--- src/rtl/spi_flash_pkg.sv ---
// spi_flash_pkg: shared definitions for the SPI flash target.
//   - Opcode constants for the commands the target answers.
//   - state_t: protocol state of the target (exported on dbg_state).
//   - id_byte(): byte returned at a given position of an ID response.
package spi_flash_pkg;

  localparam logic [7:0] CMD_READ      = 8'h03;
  localparam logic [7:0] CMD_FAST_READ = 8'h0B;
  localparam logic [7:0] CMD_RDID      = 8'h9F;
  localparam logic [7:0] CMD_RES       = 8'hAB;

  typedef enum logic [2:0] {
    IDLE,
    CMD,
    ADDR,
    DUMMY,
    READ,
    ID,
    IGNORE
  } state_t;

  // RDID returns the three ID bytes MSB first and then 0xFF forever.
  // RES answers three dummy byte slots with 0xFF, then repeats the low ID byte.
  // idx saturates at 3, which is the steady-state byte for both commands.
  function automatic logic [7:0] id_byte(input logic [23:0] id,
                                         input logic        res,
                                         input logic [1:0]  idx);
    logic [7:0] b;
    b = 8'hFF;
    if (res) begin
      if (idx == 2'd3) b = id[7:0];
    end else begin
      case (idx)
        2'd0:    b = id[23:16];
        2'd1:    b = id[15:8];
        2'd2:    b = id[7:0];
        default: b = 8'hFF;
      endcase
    end
    return b;
  endfunction

endpackage

--- src/rtl/spi_pin_sync.sv ---
// spi_pin_sync: brings asynchronous SPI target pins into the clk domain.
// Ports:
//   clk, rst            system clock, synchronous active-high reset
//   sclk, cs, mosi      raw SPI pins (cs active low)
//   sclk_rise/fall      one-cycle strobes on synchronized sclk edges
//   cs_level            synchronized cs level (1 = deselected)
//   cs_fall             one-cycle strobe when the target becomes selected
//   mosi_level          synchronized mosi, aligned with the sclk strobes
// The cs chain resets to "selected" so that a master already holding cs low
// across reset produces no fall; a new transaction needs a real high->low.
module spi_pin_sync (
  input  logic clk,
  input  logic rst,
  input  logic sclk,
  input  logic cs,
  input  logic mosi,
  output logic sclk_rise,
  output logic sclk_fall,
  output logic cs_level,
  output logic cs_fall,
  output logic mosi_level
);

  logic [1:0] sclk_s;
  logic [1:0] cs_s;
  logic [1:0] mosi_s;
  logic       sclk_h;
  logic       cs_h;

  always_ff @(posedge clk) begin
    if (rst) begin
      sclk_s <= 2'b00;
      cs_s   <= 2'b00;
      mosi_s <= 2'b00;
      sclk_h <= 1'b0;
      cs_h   <= 1'b0;
    end else begin
      sclk_s <= {sclk_s[0], sclk};
      cs_s   <= {cs_s[0], cs};
      mosi_s <= {mosi_s[0], mosi};
      sclk_h <= sclk_s[1];
      cs_h   <= cs_s[1];
    end
  end

  assign sclk_rise  = sclk_s[1] & ~sclk_h;
  assign sclk_fall  = ~sclk_s[1] & sclk_h;
  assign cs_level   = cs_s[1];
  assign cs_fall    = ~cs_s[1] & cs_h;
  assign mosi_level = mosi_s[1];

endmodule

--- src/rtl/spi_flash_target.sv ---
// spi_flash_target: SPI mode-0 flash responder backed by a memory read port.
// Answers READ (0x03), RDID (0x9F) and RES (0xAB); FAST_READ (0x0B) is
// accepted only when SPI_FLASH_TARGET_FAST_READ_EN is defined.
// Ports:
//   clk, rst             system clock (>= 8x f_sclk), sync active-high reset
//   f_sclk, f_cs, f_mosi asynchronous SPI pins from the master (f_cs active low)
//   f_miso, f_miso_oe    response bit and its pad enable
//   mem_req, mem_addr    read strobe and byte address
//   mem_rdata            read data, valid exactly MEM_LAT cycles after mem_req
//   busy                 synchronized f_cs is low
//   dbg_state            current protocol state
// Memory handshake: mem_req is a single-cycle strobe with mem_addr valid in
// the same cycle; there is no ready, and mem_rdata is taken exactly MEM_LAT
// cycles later without any stall.
module spi_flash_target
  import spi_flash_pkg::*;
#(
  parameter int          ADDR_W   = 24,
  parameter int          MEM_LAT  = 1,
  parameter logic [23:0] JEDEC_ID = 24'hEF4016
) (
  input  logic              clk,
  input  logic              rst,
  input  logic              f_sclk,
  input  logic              f_cs,
  input  logic              f_mosi,
  output logic              f_miso,
  output logic              f_miso_oe,
  output logic              mem_req,
  output logic [ADDR_W-1:0] mem_addr,
  input  logic [7:0]        mem_rdata,
  output logic              busy,
  output state_t            dbg_state
);

  logic sclk_rise, sclk_fall, cs_hi, cs_fall, mosi_s;

  spi_pin_sync u_sync (
    .clk        (clk),
    .rst        (rst),
    .sclk       (f_sclk),
    .cs         (f_cs),
    .mosi       (f_mosi),
    .sclk_rise  (sclk_rise),
    .sclk_fall  (sclk_fall),
    .cs_level   (cs_hi),
    .cs_fall    (cs_fall),
    .mosi_level (mosi_s)
  );

  state_t             state_q, state_d;
  logic [22:0]        sr;        // incoming bits; 23 kept, the 24th is mosi_s
  logic [4:0]         bit_cnt;   // rises seen in the current state
  logic [7:0]         tx_sr;     // outgoing byte, MSB leaves first
  logic [2:0]         tx_cnt;    // bits shifted out of tx_sr
  logic [1:0]         id_cnt;    // ID response byte position, saturates at 3
  logic [1:0]         id_nxt;
  logic               is_res;
  logic [MEM_LAT-1:0] rv_pipe;   // mem_req delayed to the data-valid cycle
`ifdef SPI_FLASH_TARGET_FAST_READ_EN
  logic               is_fast;
`endif

  logic [7:0]  cmd_byte;
  logic [23:0] addr_word;
  logic        cmd_done, addr_done, dummy_done, last_bit_fall;

  assign cmd_byte      = {sr[6:0], mosi_s};
  assign addr_word     = {sr, mosi_s};
  assign cmd_done      = (state_q == CMD)   && sclk_rise && (bit_cnt == 5'd7);
  assign addr_done     = (state_q == ADDR)  && sclk_rise && (bit_cnt == 5'd23);
  assign dummy_done    = (state_q == DUMMY) && sclk_rise && (bit_cnt == 5'd7);
  assign last_bit_fall = sclk_fall && (tx_cnt == 3'd7);
  assign id_nxt        = (id_cnt == 2'd3) ? 2'd3 : id_cnt + 2'd1;
  assign dbg_state     = state_q;

  always_ff @(posedge clk) begin
    if (rst) state_q <= IDLE;
    else     state_q <= state_d;
  end

  always_comb begin
    state_d = state_q;
    if (cs_hi) begin
      state_d = IDLE;
    end else begin
      case (state_q)
        IDLE: if (cs_fall) state_d = CMD;
        CMD: if (cmd_done) begin
          case (cmd_byte)
            CMD_READ:          state_d = ADDR;
`ifdef SPI_FLASH_TARGET_FAST_READ_EN
            CMD_FAST_READ:     state_d = ADDR;
`endif
            CMD_RDID, CMD_RES: state_d = ID;
            default:           state_d = IGNORE;
          endcase
        end
        ADDR: if (addr_done) begin
`ifdef SPI_FLASH_TARGET_FAST_READ_EN
          state_d = is_fast ? DUMMY : READ;
`else
          state_d = READ;
`endif
        end
        DUMMY: if (dummy_done) state_d = READ;
        default: ;
      endcase
    end
  end

  always_ff @(posedge clk) begin
    if (rst) begin
      f_miso    <= 1'b1;
      f_miso_oe <= 1'b0;
      mem_req   <= 1'b0;
      mem_addr  <= '0;
      busy      <= 1'b0;
      bit_cnt   <= 5'd0;
      sr        <= '0;
      tx_sr     <= 8'h00;
      tx_cnt    <= 3'd0;
      id_cnt    <= 2'd0;
      is_res    <= 1'b0;
      rv_pipe   <= '0;
`ifdef SPI_FLASH_TARGET_FAST_READ_EN
      is_fast   <= 1'b0;
`endif
    end else begin
      mem_req <= 1'b0;
      rv_pipe <= (rv_pipe << 1) | MEM_LAT'(mem_req);
      busy    <= ~cs_hi;

      if (state_d != state_q) bit_cnt <= 5'd0;
      else if (sclk_rise)     bit_cnt <= bit_cnt + 5'd1;

      if (cs_hi) begin
        // Deselect wins over any coincident sclk edge; a partial byte is dropped.
        sr        <= '0;
        tx_cnt    <= 3'd0;
        f_miso    <= 1'b1;
        f_miso_oe <= 1'b0;
      end else begin
        if (sclk_rise) sr <= {sr[21:0], mosi_s};

        if (cmd_done) begin
          is_res <= (cmd_byte == CMD_RES);
          id_cnt <= 2'd0;
          tx_cnt <= 3'd0;
          tx_sr  <= id_byte(JEDEC_ID, cmd_byte == CMD_RES, 2'd0);
`ifdef SPI_FLASH_TARGET_FAST_READ_EN
          is_fast <= (cmd_byte == CMD_FAST_READ);
`endif
        end

        if (addr_done) begin
          mem_addr <= addr_word[ADDR_W-1:0];
          tx_cnt   <= 3'd0;
`ifdef SPI_FLASH_TARGET_FAST_READ_EN
          if (!is_fast) mem_req <= 1'b1;
`else
          mem_req <= 1'b1;
`endif
        end

        if (dummy_done) mem_req <= 1'b1;

        // With clk >= 8x f_sclk a memory load never coincides with a fall.
        if (rv_pipe[MEM_LAT-1] && state_q == READ) begin
          tx_sr <= mem_rdata;
        end else if (sclk_fall && (state_q == READ || state_q == ID)) begin
          f_miso    <= tx_sr[7];
          f_miso_oe <= 1'b1;
          tx_cnt    <= tx_cnt + 3'd1;
          if (state_q == ID && last_bit_fall) begin
            tx_sr  <= id_byte(JEDEC_ID, is_res, id_nxt);
            id_cnt <= id_nxt;
          end else begin
            tx_sr <= {tx_sr[6:0], 1'b0};
          end
          // Prefetch the next byte while the last bit of this one is on the wire.
          if (state_q == READ && last_bit_fall) begin
            mem_req  <= 1'b1;
            mem_addr <= mem_addr + 1'b1;
          end
        end
      end
    end
  end

endmodule
--- config.mk ---
export PLATFORM = sky130hd
export DESIGN_NAME = spi_flash_target
export DESIGN_NICKNAME = d
export VERILOG_FILES = /design/src/rtl/spi_flash_pkg.sv /design/src/rtl/spi_pin_sync.sv /design/src/rtl/spi_flash_target.sv
export SDC_FILE = /design/constraint.sdc
export NUM_CORES = 1
export LEC_CHECK = 0
export CAP_MARGIN = 20
export CORE_AREA = 2 2 89 91
export DETAILED_ROUTE_END_ITERATION = 7
export DIE_AREA = 0 0 91 93
export PLACE_DENSITY = 0.87
export SLEW_MARGIN = 40
export SYNTH_ARGS = -nofsm -noshare
export SYNTH_HDL_FRONTEND = slang
export SYNTH_SLANG_ARGS = --single-unit
--- constraint.sdc ---
create_clock -name clk -period 2.8 [get_ports clk]
set_input_delay 0.56 -clock clk [delete_from_list [all_inputs] [get_ports clk]]
set_output_delay 0.56 -clock clk [all_outputs]
set_load 0.05 [all_outputs]
==> results_tabular.tex, run 1 <==
\begin{tabular}{lr}
\hline
Metric & Value \\
\hline
\multicolumn{2}{l}{\textbf{Job}} \\
\quad Max-capacitance violation count & 0 \\
\multicolumn{2}{l}{\textbf{Worst setup path}} \\
\quad End of the worst register-to-register path & mem\_addr[23] \\
\quad Critical setup path kind & reg2reg \\
\quad Count of buffering cells on the critical path with inverters included & 0 \\
\quad CP peak stage delay & 0.48 ns \\
\quad Biggest fanout along the worst timing path & 5 \\
\quad Crit path top cell by count & ha\_1 \\
\quad Slack of the worst reg-to-reg path & 0.23 ns \\
\quad Worst setup SP type & flip-flop \\
\quad Critical Path RT & 3.04 ns \\
\quad Arr. time, crit path & 2.80 ns \\
\quad Depth of the worst register-to-register path & 7 \\
\quad Startpoint of the lowest-slack register-to-register path & tx\_cnt[0] \\
\quad Critical path capture point type & flip-flop \\
\quad Crit path max-delay family & simple AND/OR/NAND/NOR gates \\
\quad Cell with the largest stage delay on the worst path & nor3b\_1 \\
\quad Ordered list of cells on the worst path & ha\_1, ha\_1, nor3b\_1, nand3\_1, nor4\_1, mux2\_2, a2111oi\_0 \\
\multicolumn{2}{l}{\textbf{Clock tree}} \\
\quad Clock root buffer master & clkbuf\_8 \\
\quad Latest clock arrival within the worst-skew pair & 0.36 ns \\
\quad TritonCTS clock tree & built \\
\quad Buffers from clock root to sink, at most & 2 \\
\quad Post-CTS Hold Buffers & 0 \\
\quad CTS H-Tree Depth & 3 \\
\quad Number of clock sinks & 82 \\
\quad Clock buffers created by TritonCTS & 9 \\
\quad Post-CTS Setup Inserts & 0 \\
\quad Post-CTS Resized & 0 \\
\quad Clock-pin transition on the worst setup and hold timing paths & 0.08 ns \\
\multicolumn{2}{l}{\textbf{Layout}} \\
\quad Count of antenna diodes in the layout & 0 \\
\quad Fraction of final layout cells sized beyond drive strength 1 & 8.84\% \\
\quad Filler cell count & 664 \\
\quad Area of all placed cells without fillers & 4830 um2 \\
\quad Final layout net count & 557 \\
\quad Layout-stage area growth over the synthesis result & 19.1\% \\
\quad Count of non-filler cells in the finished layout & 645 \\
\multicolumn{2}{l}{\textbf{Status}} \\
\quad Result of the run & completed \\
\multicolumn{2}{l}{\textbf{Timing}} \\
\quad Time the worst path needs with I/O delays and setup & 2.57 ns \\
\quad Setup clock skew after layout & 0.00826 ns \\
\quad Post-route setup slack & 0.232 ns \\
\quad Actual slew at the worst max-slew pin & 0.578 ns \\
\quad Final TNS setup & 0 ns \\
\quad Fin. Hold Viols & 0 \\
\quad Total setup violations reported at the end of the flow & 0 \\
\quad Unrepaired setup endpoints after global routing & false \\
\quad Relative slew slack & 61.2\% \\
\quad Final Max Slew Viols & 0 \\
\quad Fraction of the cycle the final worst path needs & 91.7\% \\
\quad Achievable Freq & 389 MHz \\
\quad Final Hold Slack & 0.444 ns \\
\multicolumn{2}{l}{\textbf{Synthesis}} \\
\quad Register bit count reported by yosys & 82 \\
\quad Fraction of synthesized cell area taken by the top area cell type & 40.5\% \\
\quad Number of enable-type register cells in the synthesized netlist & 0 \\
\quad Cell area after synthesis & 4060 um2 \\
\quad Post-synth ARST share & 0\% \\
\quad Cell with the most instances after synthesis & dfxtp\_1 \\
\quad Number of nets in the synthesized netlist & 521 \\
\quad Primary flip-flop cell chosen by synthesis mapping & dfxtp\_1 \\
\quad Average cell area after synthesis & 8.07 um2 \\
\quad Sequential-to-total area share from yosys stat & 40.5\% \\
\quad Yosys top cell by area & dfxtp\_1 \\
\quad Synthesis Warnings & 0 \\
\quad Commonest cells post-synth & dfxtp\_1 (82), nand2\_1 (79), a21oi\_1 (46) \\
\quad Syn Inst Count & 503 \\
\quad Cell variety after synth & 69 \\
\quad Leading post-synthesis cells by cell area & dfxtp\_1 (40\%), nand2\_1 (7.3\%), a21oi\_1 (5.7\%), nor2\_1 (3.7\%), nand3\_1 (2.8\%) \\
\multicolumn{2}{l}{\textbf{Floorplan}} \\
\quad Core region area & 7530 um2 \\
\quad Die Height & 93 um \\
\quad Die span in x & 91 um \\
\quad Starting density of the core & 53.9\% \\
\quad Number of top-level pins & 44 \\
\quad Floorplan die area & 8460 um2 \\
\quad Row Count & 32 \\
\multicolumn{2}{l}{\textbf{Detailed routing}} \\
\quad Number of violations reported at the end of detailed-routing iteration 0 & 383 \\
\quad Detailed-route wire length per cell & 17.3 um \\
\quad Number of iterations in the first detailed-routing pass & 6 \\
\quad Final wirelength & 11200 um \\
\quad \# DRC & 0 \\
\quad Total via count after detailed routing & 4078 \\
\quad Final ANT Viol Nets & 0 \\
\quad Vias/cell & 6.32 \\
\multicolumn{2}{l}{\textbf{Power and ir drop}} \\
\quad Pwr per Cell Area & 482 nW/um2 \\
\quad Pleak & 1.60 nW \\
\quad IR Drop Worst-Case VDD & 370 uV \\
\multicolumn{2}{l}{\textbf{Place}} \\
\quad Cell count after placement & 630 \\
\quad Pre-CTS setup slack & 0.366 ns \\
\quad Placed wire-length estimate & 7650 um \\
\quad Final GP Congestion & 0.937 \\
\quad Total placed instance area & 4590 um2 \\
\quad Count of buffers inserted at the top-level ports & 43 \\
\multicolumn{2}{l}{\textbf{Global routing}} \\
\quad Grt ovf & 0 \\
\quad Global-route usage over all layers & 26.8\% \\
\quad Largest net degree at the start of global routing & 39 \\
\quad Number of antenna violations at the first check in global routing & 0 \\
\quad Number of global-route vias before repair & 3822 \\
\quad First-pass GRT wire length & 18400 um \\
\multicolumn{2}{l}{\textbf{Hold path}} \\
\quad Worst hold path depth & 1 \\
\quad Hold worst-path end & u\_sync.cs\_s[1] \\
\quad Hold WC Path Type & reg2reg \\
\quad Start point of the worst hold path & u\_sync.cs\_s[0] \\
\hline
\end{tabular}
placed cells by master (no fill, tap or decap), types with 3 or more instances in the layout:
cell type	synthesis	layout
o21ai_0	16	16
nor3_1	11	11
nor2b_1	11	11
a211oi_1	10	10
clkbuf_8	0	10
nand2_1	79	79
mux2i_1	3	3
xor2_1	3	3
a311oi_1	6	6
a22oi_1	5	5
inv_1	11	11
a21oi_1	46	46
o221ai_1	3	3
a221oi_1	4	4
o22ai_1	6	6
ha_1	5	5
a31oi_1	5	5
and2_1	3	3
nor4_1	8	8
nor2_1	40	40
o32ai_1	5	5
buf_4	0	15
and3_1	6	6
o211ai_1	4	4
o2bb2ai_1	4	4
nor3b_1	3	3
clkdlybuf4s50_1	0	43
and4_1	5	5
bufinv_16	0	3
or3_1	6	6
nand3_1	23	23
o31ai_1	4	4
nand4_1	6	6
nand2b_1	5	4
dfxtp_1	82	82
power breakdown:
part	leakage (nW)	switching, mW	internal (mW)
registers	0.662	0.0117	1.17
logic	0.822	0.0752	0.0435
clock network	0.118	0.413	0.610
total	1.60	0.500	1.83
through the flow:
stage                     util (%)  power [mW]
after global placement        61.0        1.33
final                         64.2        2.33
after detailed placement      61.0        1.33
after floorplan                  -        1.28
after global routing          64.2        2.39
after CTS                     64.2        2.34
how the worst max path moves through the flow:
| stage | start | slack (ns) | depth (start not counted) | endpoint |
|---|---|---|---|---|
| after floorplan | mem_addr[2] | 0.22 | 5 | mem_addr[23] |
| after global placement | tx_cnt[0] | 0.44 | 7 | mem_addr[23] |
| after detailed placement | tx_cnt[0] | 0.37 | 7 | mem_addr[23] |
| after CTS | tx_cnt[0] | 0.32 | 7 | mem_addr[23] |
| after global routing | tx_cnt[0] | 0.09 | 7 | mem_addr[23] |
| final | tx_cnt[0] | 0.23 | 7 | mem_addr[23] |
registers in the layout, summed over array words and instances (netlist names), 2 cells and up:
register	cells
tx_sr	8
u_sync.cs_s	2
dbg_state	3
u_sync.sclk_s	2
mem_addr	24
id_cnt	2
bit_cnt	5
sr	23
tx_cnt	3
u_sync.mosi_s	2
cell type report:
type                       instances  area (um2)  share of cell area, %
inverter                          12        45.0                  0.932
timing repair buffer              58         543                   11.2
clock buffer                      10         138                   2.85
clock inverter                     5         103                   2.12
sequential                        82        1640                   34.0
tap                              102         128                   2.64
multi-input combinational        376        2230                   46.2
kinds of logic (layout without fill, tap and decap cells):
kind of cell	count (synthesis)	count (layout)	share of synthesized area [%]
AND/OR/NAND/NOR	223	223	28.0
buffers and inverters	45	85	4.53
AO/OA/AOI/OAI	138	138	23.1
flip-flops	82	82	40.5
adder cells (fa/ha/maj)	5	5	1.54
XOR/XNOR	5	5	1.08
multiplexers	5	5	1.30
per-layer routing:
metal	vias up	share of wire [%]	GRT usage, %
met5	-	0	0
met4	0	1.3	7.32
met3	20	8.7	6.69
met2	211	49	45.7
met1	1930	41	33.8
li1	1917	-	-
Note: power is estimated with default switching activity, not from simulation.
==> run 2: changes to the inputs <==
--- a/config.mk
+++ b/config.mk
@@ -6,10 +6,10 @@
 export NUM_CORES = 1
 export LEC_CHECK = 0
 export CAP_MARGIN = 20
-export CORE_AREA = 2 2 89 91
+export CORE_AREA = 4 4 96 98
 export DETAILED_ROUTE_END_ITERATION = 7
-export DIE_AREA = 0 0 91 93
-export PLACE_DENSITY = 0.87
+export DIE_AREA = 0 0 100 102
+export PLACE_DENSITY = 0.8
 export SLEW_MARGIN = 40
 export SYNTH_ARGS = -nofsm -noshare
 export SYNTH_HDL_FRONTEND = slang
==> run 2 against run 1 <==
Total power decreased by 0.78%. Cell count increased by 0.93%. Highest routed layer unchanged. Combinational power decreased by 3%. Critical path type unchanged.
==> results_tabular.tex, run 2 (synthesized netlist as in run 1, its figures left out) <==
\begin{tabular}{lr}
\hline
Metric & Value \\
\hline
\multicolumn{2}{l}{\textbf{Worst setup path}} \\
\quad Arr. time, crit path & 2.81 ns \\
\quad Biggest fanout along the worst timing path & 5 \\
\quad CP endpoint & mem\_addr[23] \\
\quad Depth of the worst register-to-register path & 7 \\
\quad Critical path capture point type & flip-flop \\
\quad End of the worst register-to-register path & mem\_addr[23] \\
\quad Worst setup SP type & flip-flop \\
\quad Ordered list of cells on the worst path & ha\_1, ha\_1, nor3b\_1, nand3\_1, nor4\_1, mux2\_2, a2111oi\_0 \\
\quad Startpoint of the lowest-slack register-to-register path & tx\_cnt[0] \\
\quad Critical Path Source & tx\_cnt[0] \\
\quad Critical setup path kind & reg2reg \\
\quad CP peak stage delay & 0.44 ns \\
\quad Crit path top cell by count & ha\_1 \\
\quad Slack of the worst reg-to-reg path & 0.23 ns \\
\quad Cell with the largest stage delay on the worst path & nor3b\_1 \\
\quad Critical Path RT & 3.04 ns \\
\multicolumn{2}{l}{\textbf{Timing}} \\
\quad Unrepaired setup endpoints after global routing & false \\
\quad Total setup violations reported at the end of the flow & 0 \\
\quad Actual slew at the worst max-slew pin & 0.720 ns \\
\quad Setup clock skew after layout & 0.00710 ns \\
\quad Relative slew slack & 51.7\% \\
\quad Fraction of the cycle the final worst path needs & 91.8\% \\
\quad Time the worst path needs with I/O delays and setup & 2.57 ns \\
\quad Achievable Freq & 389 MHz \\
\quad Post-route setup slack & 0.231 ns \\
\quad Final TNS setup & 0 ns \\
\quad Fin. Hold Viols & 0 \\
\quad Final Max Slew Viols & 0 \\
\multicolumn{2}{l}{\textbf{Layout}} \\
\quad Filler cell count & 762 \\
\quad Final layout net count & 558 \\
\quad FF/Latch Area & 1640 um2 \\
\quad Max reg flops & 24 \\
\quad Fraction of final layout cells sized beyond drive strength 1 & 8.47\% \\
\quad Finished Core Util & 57.0\% \\
\quad Layout-stage area growth over the synthesis result & 19.0\% \\
\quad Top flop regs & mem\_addr x24, sr x23, tx\_sr x8 \\
\quad Register with the most flip-flops & mem\_addr \\
\quad Count of non-filler cells in the finished layout & 651 \\
\quad Most frequent standard cell in the layout excluding fill and tap cells & dfxtp\_1 \\
\quad Commonest cells after routing, fill and taps aside & dfxtp\_1 (82), nand2\_1 (79), a21oi\_1 (46) \\
\quad Count of antenna diodes in the layout & 0 \\
\quad Combined area of the multi-input logic cells & 2230 um2 \\
\multicolumn{2}{l}{\textbf{Clock tree}} \\
\quad Post-CTS Hold Buffers & 0 \\
\quad Post-CTS Setup Inserts & 0 \\
\quad Clock buffers created by TritonCTS & 9 \\
\quad Post-CTS Resized & 0 \\
\quad Clock root buffer master & clkbuf\_8 \\
\quad Buffers from clock root to sink, at most & 2 \\
\quad Latest clock arrival within the worst-skew pair & 0.36 ns \\
\quad Number of clock sinks & 82 \\
\quad Clock-pin transition on the worst setup and hold timing paths & 0.08 ns \\
\quad CTS H-Tree Depth & 3 \\
\quad TritonCTS clock tree & built \\
\multicolumn{2}{l}{\textbf{Place}} \\
\quad Pre-CTS setup slack & 0.312 ns \\
\quad Final GP Congestion & 0.916 \\
\quad Placed wire-length estimate & 8070 um \\
\quad Cell count after placement & 637 \\
\quad Count of buffers inserted at the top-level ports & 43 \\
\multicolumn{2}{l}{\textbf{Global routing}} \\
\quad Grt ovf & 0 \\
\quad Number of global-route vias before repair & 3955 \\
\quad Number of antenna violations at the first check in global routing & 0 \\
\quad Largest net degree at the start of global routing & 39 \\
\quad Global-route usage over all layers & 23.5\% \\
\quad First-pass GRT wire length & 19300 um \\
\multicolumn{2}{l}{\textbf{Detailed routing}} \\
\quad \# DRC & 0 \\
\quad Final wirelength & 11800 um \\
\quad Final ANT Viol Nets & 0 \\
\quad Number of iterations in the first detailed-routing pass & 6 \\
\quad Vias/cell & 6.33 \\
\quad Number of violations reported at the end of detailed-routing iteration 0 & 370 \\
\quad Total via count after detailed routing & 4118 \\
\quad Detailed-route wire length per cell & 18.2 um \\
\multicolumn{2}{l}{\textbf{Power and ir drop}} \\
\quad Switching power & 509 uW \\
\quad Clk pwr share & 43.6\% \\
\quad Internal Power & 1.80 mW \\
\quad Tot Pwr & 2.31 mW \\
\quad Fraction of power spent switching nets & 22.1\% \\
\quad IR Drop Worst-Case VDD & 292 uV \\
\quad Pwr per Cell Area & 478 nW/um2 \\
\quad Sequential share of power & 51.4\% \\
\quad Share of power burned in combinational logic & 5.0\% \\
\quad Pleak & 1.60 nW \\
\multicolumn{2}{l}{\textbf{Job}} \\
\quad Max-capacitance violation count & 0 \\
\multicolumn{2}{l}{\textbf{Floorplan}} \\
\quad Die Height & 102 um \\
\quad Starting density of the core & 47.9\% \\
\quad Number of top-level pins & 44 \\
\quad Die span in x & 100 um \\
\quad Floorplan die area & 10200 um2 \\
\quad Core region area & 8470 um2 \\
\quad Row Count & 34 \\
\multicolumn{2}{l}{\textbf{Status}} \\
\quad Result of the run & completed \\
\multicolumn{2}{l}{\textbf{Hold path}} \\
\quad Hold WC Path Type & reg2reg \\
\hline
\end{tabular}
## run 2: cell types whose count changed in the layout (fill, tap and decap cells not counted)
cell / before / now
clkinv_2: 1 / 0
clkinvlp_4: 1 / 0
buf_4: 15 / 16
clkbuf_8: 10 / 9
clkbuf_1: 0 / 2
## run 2: how the worst min path moves through the flow
stage | start | end | slack [ns] | cells after the start
3_3_place_gp | u_sync.mosi_s[0] | u_sync.mosi_s[1] | 0.42 | 1
6_report | u_sync.mosi_s[0] | u_sync.mosi_s[1] | 0.45 | 1
4_1_cts | u_sync.mosi_s[0] | u_sync.mosi_s[1] | 0.45 | 1
3_5_place_dp | u_sync.mosi_s[0] | u_sync.mosi_s[1] | 0.43 | 1
5_1_grt | u_sync.sclk_s[0] | u_sync.sclk_s[1] | 0.48 | 1
2_1_floorplan | u_sync.cs_s[0] | u_sync.cs_s[1] | 0.41 | 1
## run 2: power groups by stage
stage               Clock, mW  Sequential [mW]  Combinational [mW]
floorplan                   0             1.22              0.0568
finish                   1.01             1.19               0.115
global placement            0             1.21               0.110
global route             1.07             1.19               0.123
CTS                      1.01             1.19               0.114
detailed placement          0             1.22               0.114
## run 2: through the flow
stage | cell area, um2 | hold WS, ns
floorplan | 4060 | 0.414
global placement | 4600 | 0.424
detailed placement | 4610 | 0.433
CTS | 4830 | 0.451
global route | 4830 | 0.476
finish | 4830 | 0.448
## run 2: cell type report
type,instances,area share (%)
Clock buffer,11,2.72
Clock inverter,3,1.87
Inverter,12,0.933
Multi-Input combinational cell,376,46.3
Sequential cell,82,34.0
Tap cell,108,2.80
Timing Repair Buffer,59,11.4
## run 2: critical path: cells and delay by family, from the launching register on
family          cells  cell delay (ns)
simple gates        3             0.98
fa+ha+maj           2             0.38
flops               1             0.36
mux                 1             0.37
compound gates      1             0.36
## run 2: routing by layer
layer  vias to the layer above  global-route usage, %  routed length [um]
met5                         -                      0                   0
met4                         0                   9.84                 311
met3                        32                   5.32                1010
met2                       214                   38.6                5590
met1                      1950                   30.0                4910
li1                       1922                      -                   -
==> run 3: changes to the inputs <==
--- a/config.mk
+++ b/config.mk
@@ -6,10 +6,10 @@
 export NUM_CORES = 1
 export LEC_CHECK = 0
 export CAP_MARGIN = 20
-export CORE_AREA = 4 4 96 98
+export CORE_AREA = 2 2 111 113
 export DETAILED_ROUTE_END_ITERATION = 7
-export DIE_AREA = 0 0 100 102
-export PLACE_DENSITY = 0.8
+export DIE_AREA = 0 0 113 115
+export PLACE_DENSITY = 0.63
 export SLEW_MARGIN = 40
 export SYNTH_ARGS = -nofsm -noshare
 export SYNTH_HDL_FRONTEND = slang
==> run 3 against run 2 <==
The flow now finishes with violations (design-rule violations). Fmax increased by 1.8%. Clock power grew 32%. Clock skew about the same. Register-to-register slack gained 0.09 ns. Largest cell class unchanged. Highest routed layer unchanged.
==> results_tabular.tex, run 3 (synthesized netlist as in run 1, its figures left out) <==
\begin{tabular}{lr}
\hline
Metric & Value \\
\hline
\multicolumn{2}{l}{\textbf{Power and ir drop}} \\
\quad Switching power & 581 uW \\
\quad Internal Power & 2.05 mW \\
\quad Sequential share of power & 45.2\% \\
\quad Pleak & 1.65 nW \\
\quad Clk pwr share & 50.4\% \\
\quad Pwr per Cell Area & 528 nW/um2 \\
\quad Fraction of power spent switching nets & 22.1\% \\
\quad IR Drop Worst-Case VDD & 284 uV \\
\quad Share of power burned in combinational logic & 4.4\% \\
\multicolumn{2}{l}{\textbf{Detailed routing}} \\
\quad Number of iterations in the first detailed-routing pass & 7 \\
\quad Wire length on met3 & 749 um \\
\quad WL met2 & 5750 um \\
\quad Total via count after detailed routing & 3994 \\
\quad Vias/cell & 5.79 \\
\quad Highest layer used for signal routing & met4 \\
\quad Final wirelength & 12100 um \\
\quad Number of violations reported at the end of detailed-routing iteration 0 & 379 \\
\quad \# DRC & 5 \\
\quad Final ANT Viol Nets & 0 \\
\quad Detailed-route wire length per cell & 17.5 um \\
\quad Routed length on met1 & 5340 um \\
\multicolumn{2}{l}{\textbf{Worst setup path}} \\
\quad End of the worst register-to-register path & mem\_addr[23] \\
\quad Biggest fanout along the worst timing path & 12 \\
\quad Slack of the worst reg-to-reg path & 0.32 ns \\
\quad Arr. time, crit path & 1.96 ns \\
\quad Critical Path RT & 2.24 ns \\
\quad CP endpoint & dbg\_state[0] \\
\quad Startpoint of the lowest-slack register-to-register path & mem\_addr[3] \\
\quad Critical path capture point type & primary output \\
\quad Critical setup path kind & reg2out \\
\quad Depth of the worst register-to-register path & 5 \\
\quad Critical Path Source & dbg\_state[0] \\
\quad Worst setup SP type & flip-flop \\
\multicolumn{2}{l}{\textbf{Layout}} \\
\quad Most frequent standard cell in the layout excluding fill and tap cells & dfxtp\_1 \\
\quad Count of antenna diodes in the layout & 0 \\
\quad Count of non-filler cells in the finished layout & 690 \\
\quad Commonest cells after routing, fill and taps aside & dfxtp\_1 (82), nand2\_1 (79), a21oi\_1 (46) \\
\quad Layout-stage area growth over the synthesis result & 22.8\% \\
\quad Fraction of final layout cells sized beyond drive strength 1 & 9.02\% \\
\quad Final layout net count & 556 \\
\quad Register with the most flip-flops & mem\_addr \\
\quad Top flop regs & mem\_addr x24, sr x23, tx\_sr x8 \\
\quad Max reg flops & 24 \\
\multicolumn{2}{l}{\textbf{Timing}} \\
\quad Fin. Hold Viols & 0 \\
\quad Final TNS setup & 0 ns \\
\quad Final Max Slew Viols & 0 \\
\quad Actual slew at the worst max-slew pin & 0.633 ns \\
\quad Fraction of the cycle the final worst path needs & 90.1\% \\
\quad Unrepaired setup endpoints after global routing & false \\
\quad Time the worst path needs with I/O delays and setup & 2.52 ns \\
\quad Relative slew slack & 57.5\% \\
\quad Total setup violations reported at the end of the flow & 0 \\
\quad Achievable Freq & 396 MHz \\
\quad Setup clock skew after layout & 0.00680 ns \\
\multicolumn{2}{l}{\textbf{Global routing}} \\
\quad First-pass GRT wire length & 19800 um \\
\quad Number of antenna violations at the first check in global routing & 0 \\
\quad Number of global-route vias before repair & 3823 \\
\quad Grt ovf & 0 \\
\quad Largest net degree at the start of global routing & 39 \\
\quad Global-route usage over all layers & 19.1\% \\
\multicolumn{2}{l}{\textbf{Clock tree}} \\
\quad Post-CTS Setup Inserts & 0 \\
\quad Number of clock sinks & 82 \\
\quad Post-CTS Resized & 0 \\
\quad CTS H-Tree Depth & 3 \\
\quad Post-CTS Hold Buffers & 0 \\
\quad Clock buffers created by TritonCTS & 9 \\
\quad Clock-pin transition on the worst setup and hold timing paths & 0.06 ns \\
\quad TritonCTS clock tree & built \\
\quad Latest clock arrival within the worst-skew pair & 0.35 ns \\
\quad Buffers from clock root to sink, at most & 2 \\
\quad Clock root buffer master & clkbuf\_16 \\
\multicolumn{2}{l}{\textbf{Floorplan}} \\
\quad Core region area & 11800 um2 \\
\quad Number of top-level pins & 44 \\
\quad Die Height & 115 um \\
\quad Row Count & 40 \\
\quad Die span in x & 113 um \\
\quad Floorplan die area & 13000 um2 \\
\quad Starting density of the core & 34.4\% \\
\multicolumn{2}{l}{\textbf{Status}} \\
\quad Result of the run & finished, violations left \\
\quad Violated checks & design-rule violations \\
\multicolumn{2}{l}{\textbf{Place}} \\
\quad Placed wire-length estimate & 8440 um \\
\quad Cell count after placement & 674 \\
\quad Count of buffers inserted at the top-level ports & 43 \\
\quad Final GP Congestion & 0.902 \\
\multicolumn{2}{l}{\textbf{Hold path}} \\
\quad Start point of the worst hold path & u\_sync.mosi\_s[0] \\
\quad Hold WC Path Type & reg2reg \\
\multicolumn{2}{l}{\textbf{Job}} \\
\quad Max-capacitance violation count & 0 \\
\hline
\end{tabular}
[run 3: per-stage QoR]
| step | power, mW | cell area, um2 | hold WS, ns | util, % | setup WS, ns |
|---|---|---|---|---|---|
| floorplan | 1.28 | 4060 | 0.414 | - | 0.220 |
| global placement | 1.33 | 4640 | 0.423 | 39.3 | 0.413 |
| detailed placement | 1.33 | 4640 | 0.435 | 39.3 | 0.302 |
| CTS | 2.65 | 4980 | 0.445 | 42.2 | 0.263 |
| global route | 2.71 | 4980 | 0.462 | 42.2 | 0.183 |
| finish | 2.63 | 4980 | 0.437 | 42.2 | 0.277 |
[run 3: power by group through the flow]
stage / Sequential [mW] / Combinational (mW) / Clock [mW]
finish: 1.19 / 0.116 / 1.33
global route: 1.19 / 0.125 / 1.39
CTS: 1.19 / 0.116 / 1.35
detailed placement: 1.22 / 0.115 / 0
global placement: 1.21 / 0.114 / 0
floorplan: 1.22 / 0.0568 / 0
[run 3: worst min path at each step]
stage / end / slack [ns] / depth (start not counted)
2_1_floorplan: u_sync.cs_s[1] / 0.41 / 1
3_3_place_gp: u_sync.cs_s[1] / 0.42 / 1
3_5_place_dp: u_sync.mosi_s[1] / 0.43 / 1
4_1_cts: u_sync.mosi_s[1] / 0.45 / 1
5_1_grt: u_sync.mosi_s[1] / 0.46 / 1
6_report: u_sync.mosi_s[1] / 0.44 / 1
[run 3: cell type report]
type                    count  area [um2]
well taps                 147         184
multi-input cells         376        2240
repair buffers             57         536
clock inverters             5        85.1
clock buffers              11         253
flip-flops and latches     82        1640
inverters                  12        45.0
fillers                  1217        6830
[run 3: worst max-delay path, stage by stage, from the launching register on]
cell             delay (ns)
dfxtp_1                0.59
buf_4                  0.22
clkdlybuf4s50_1        0.80
[run 3: metal layers]
metal	vias to the layer above	global-route usage, %
met1	1905	24.9
met3	18	3.85
met2	148	31.5
met4	0	6.99
li1	1923	-
met5	-	0
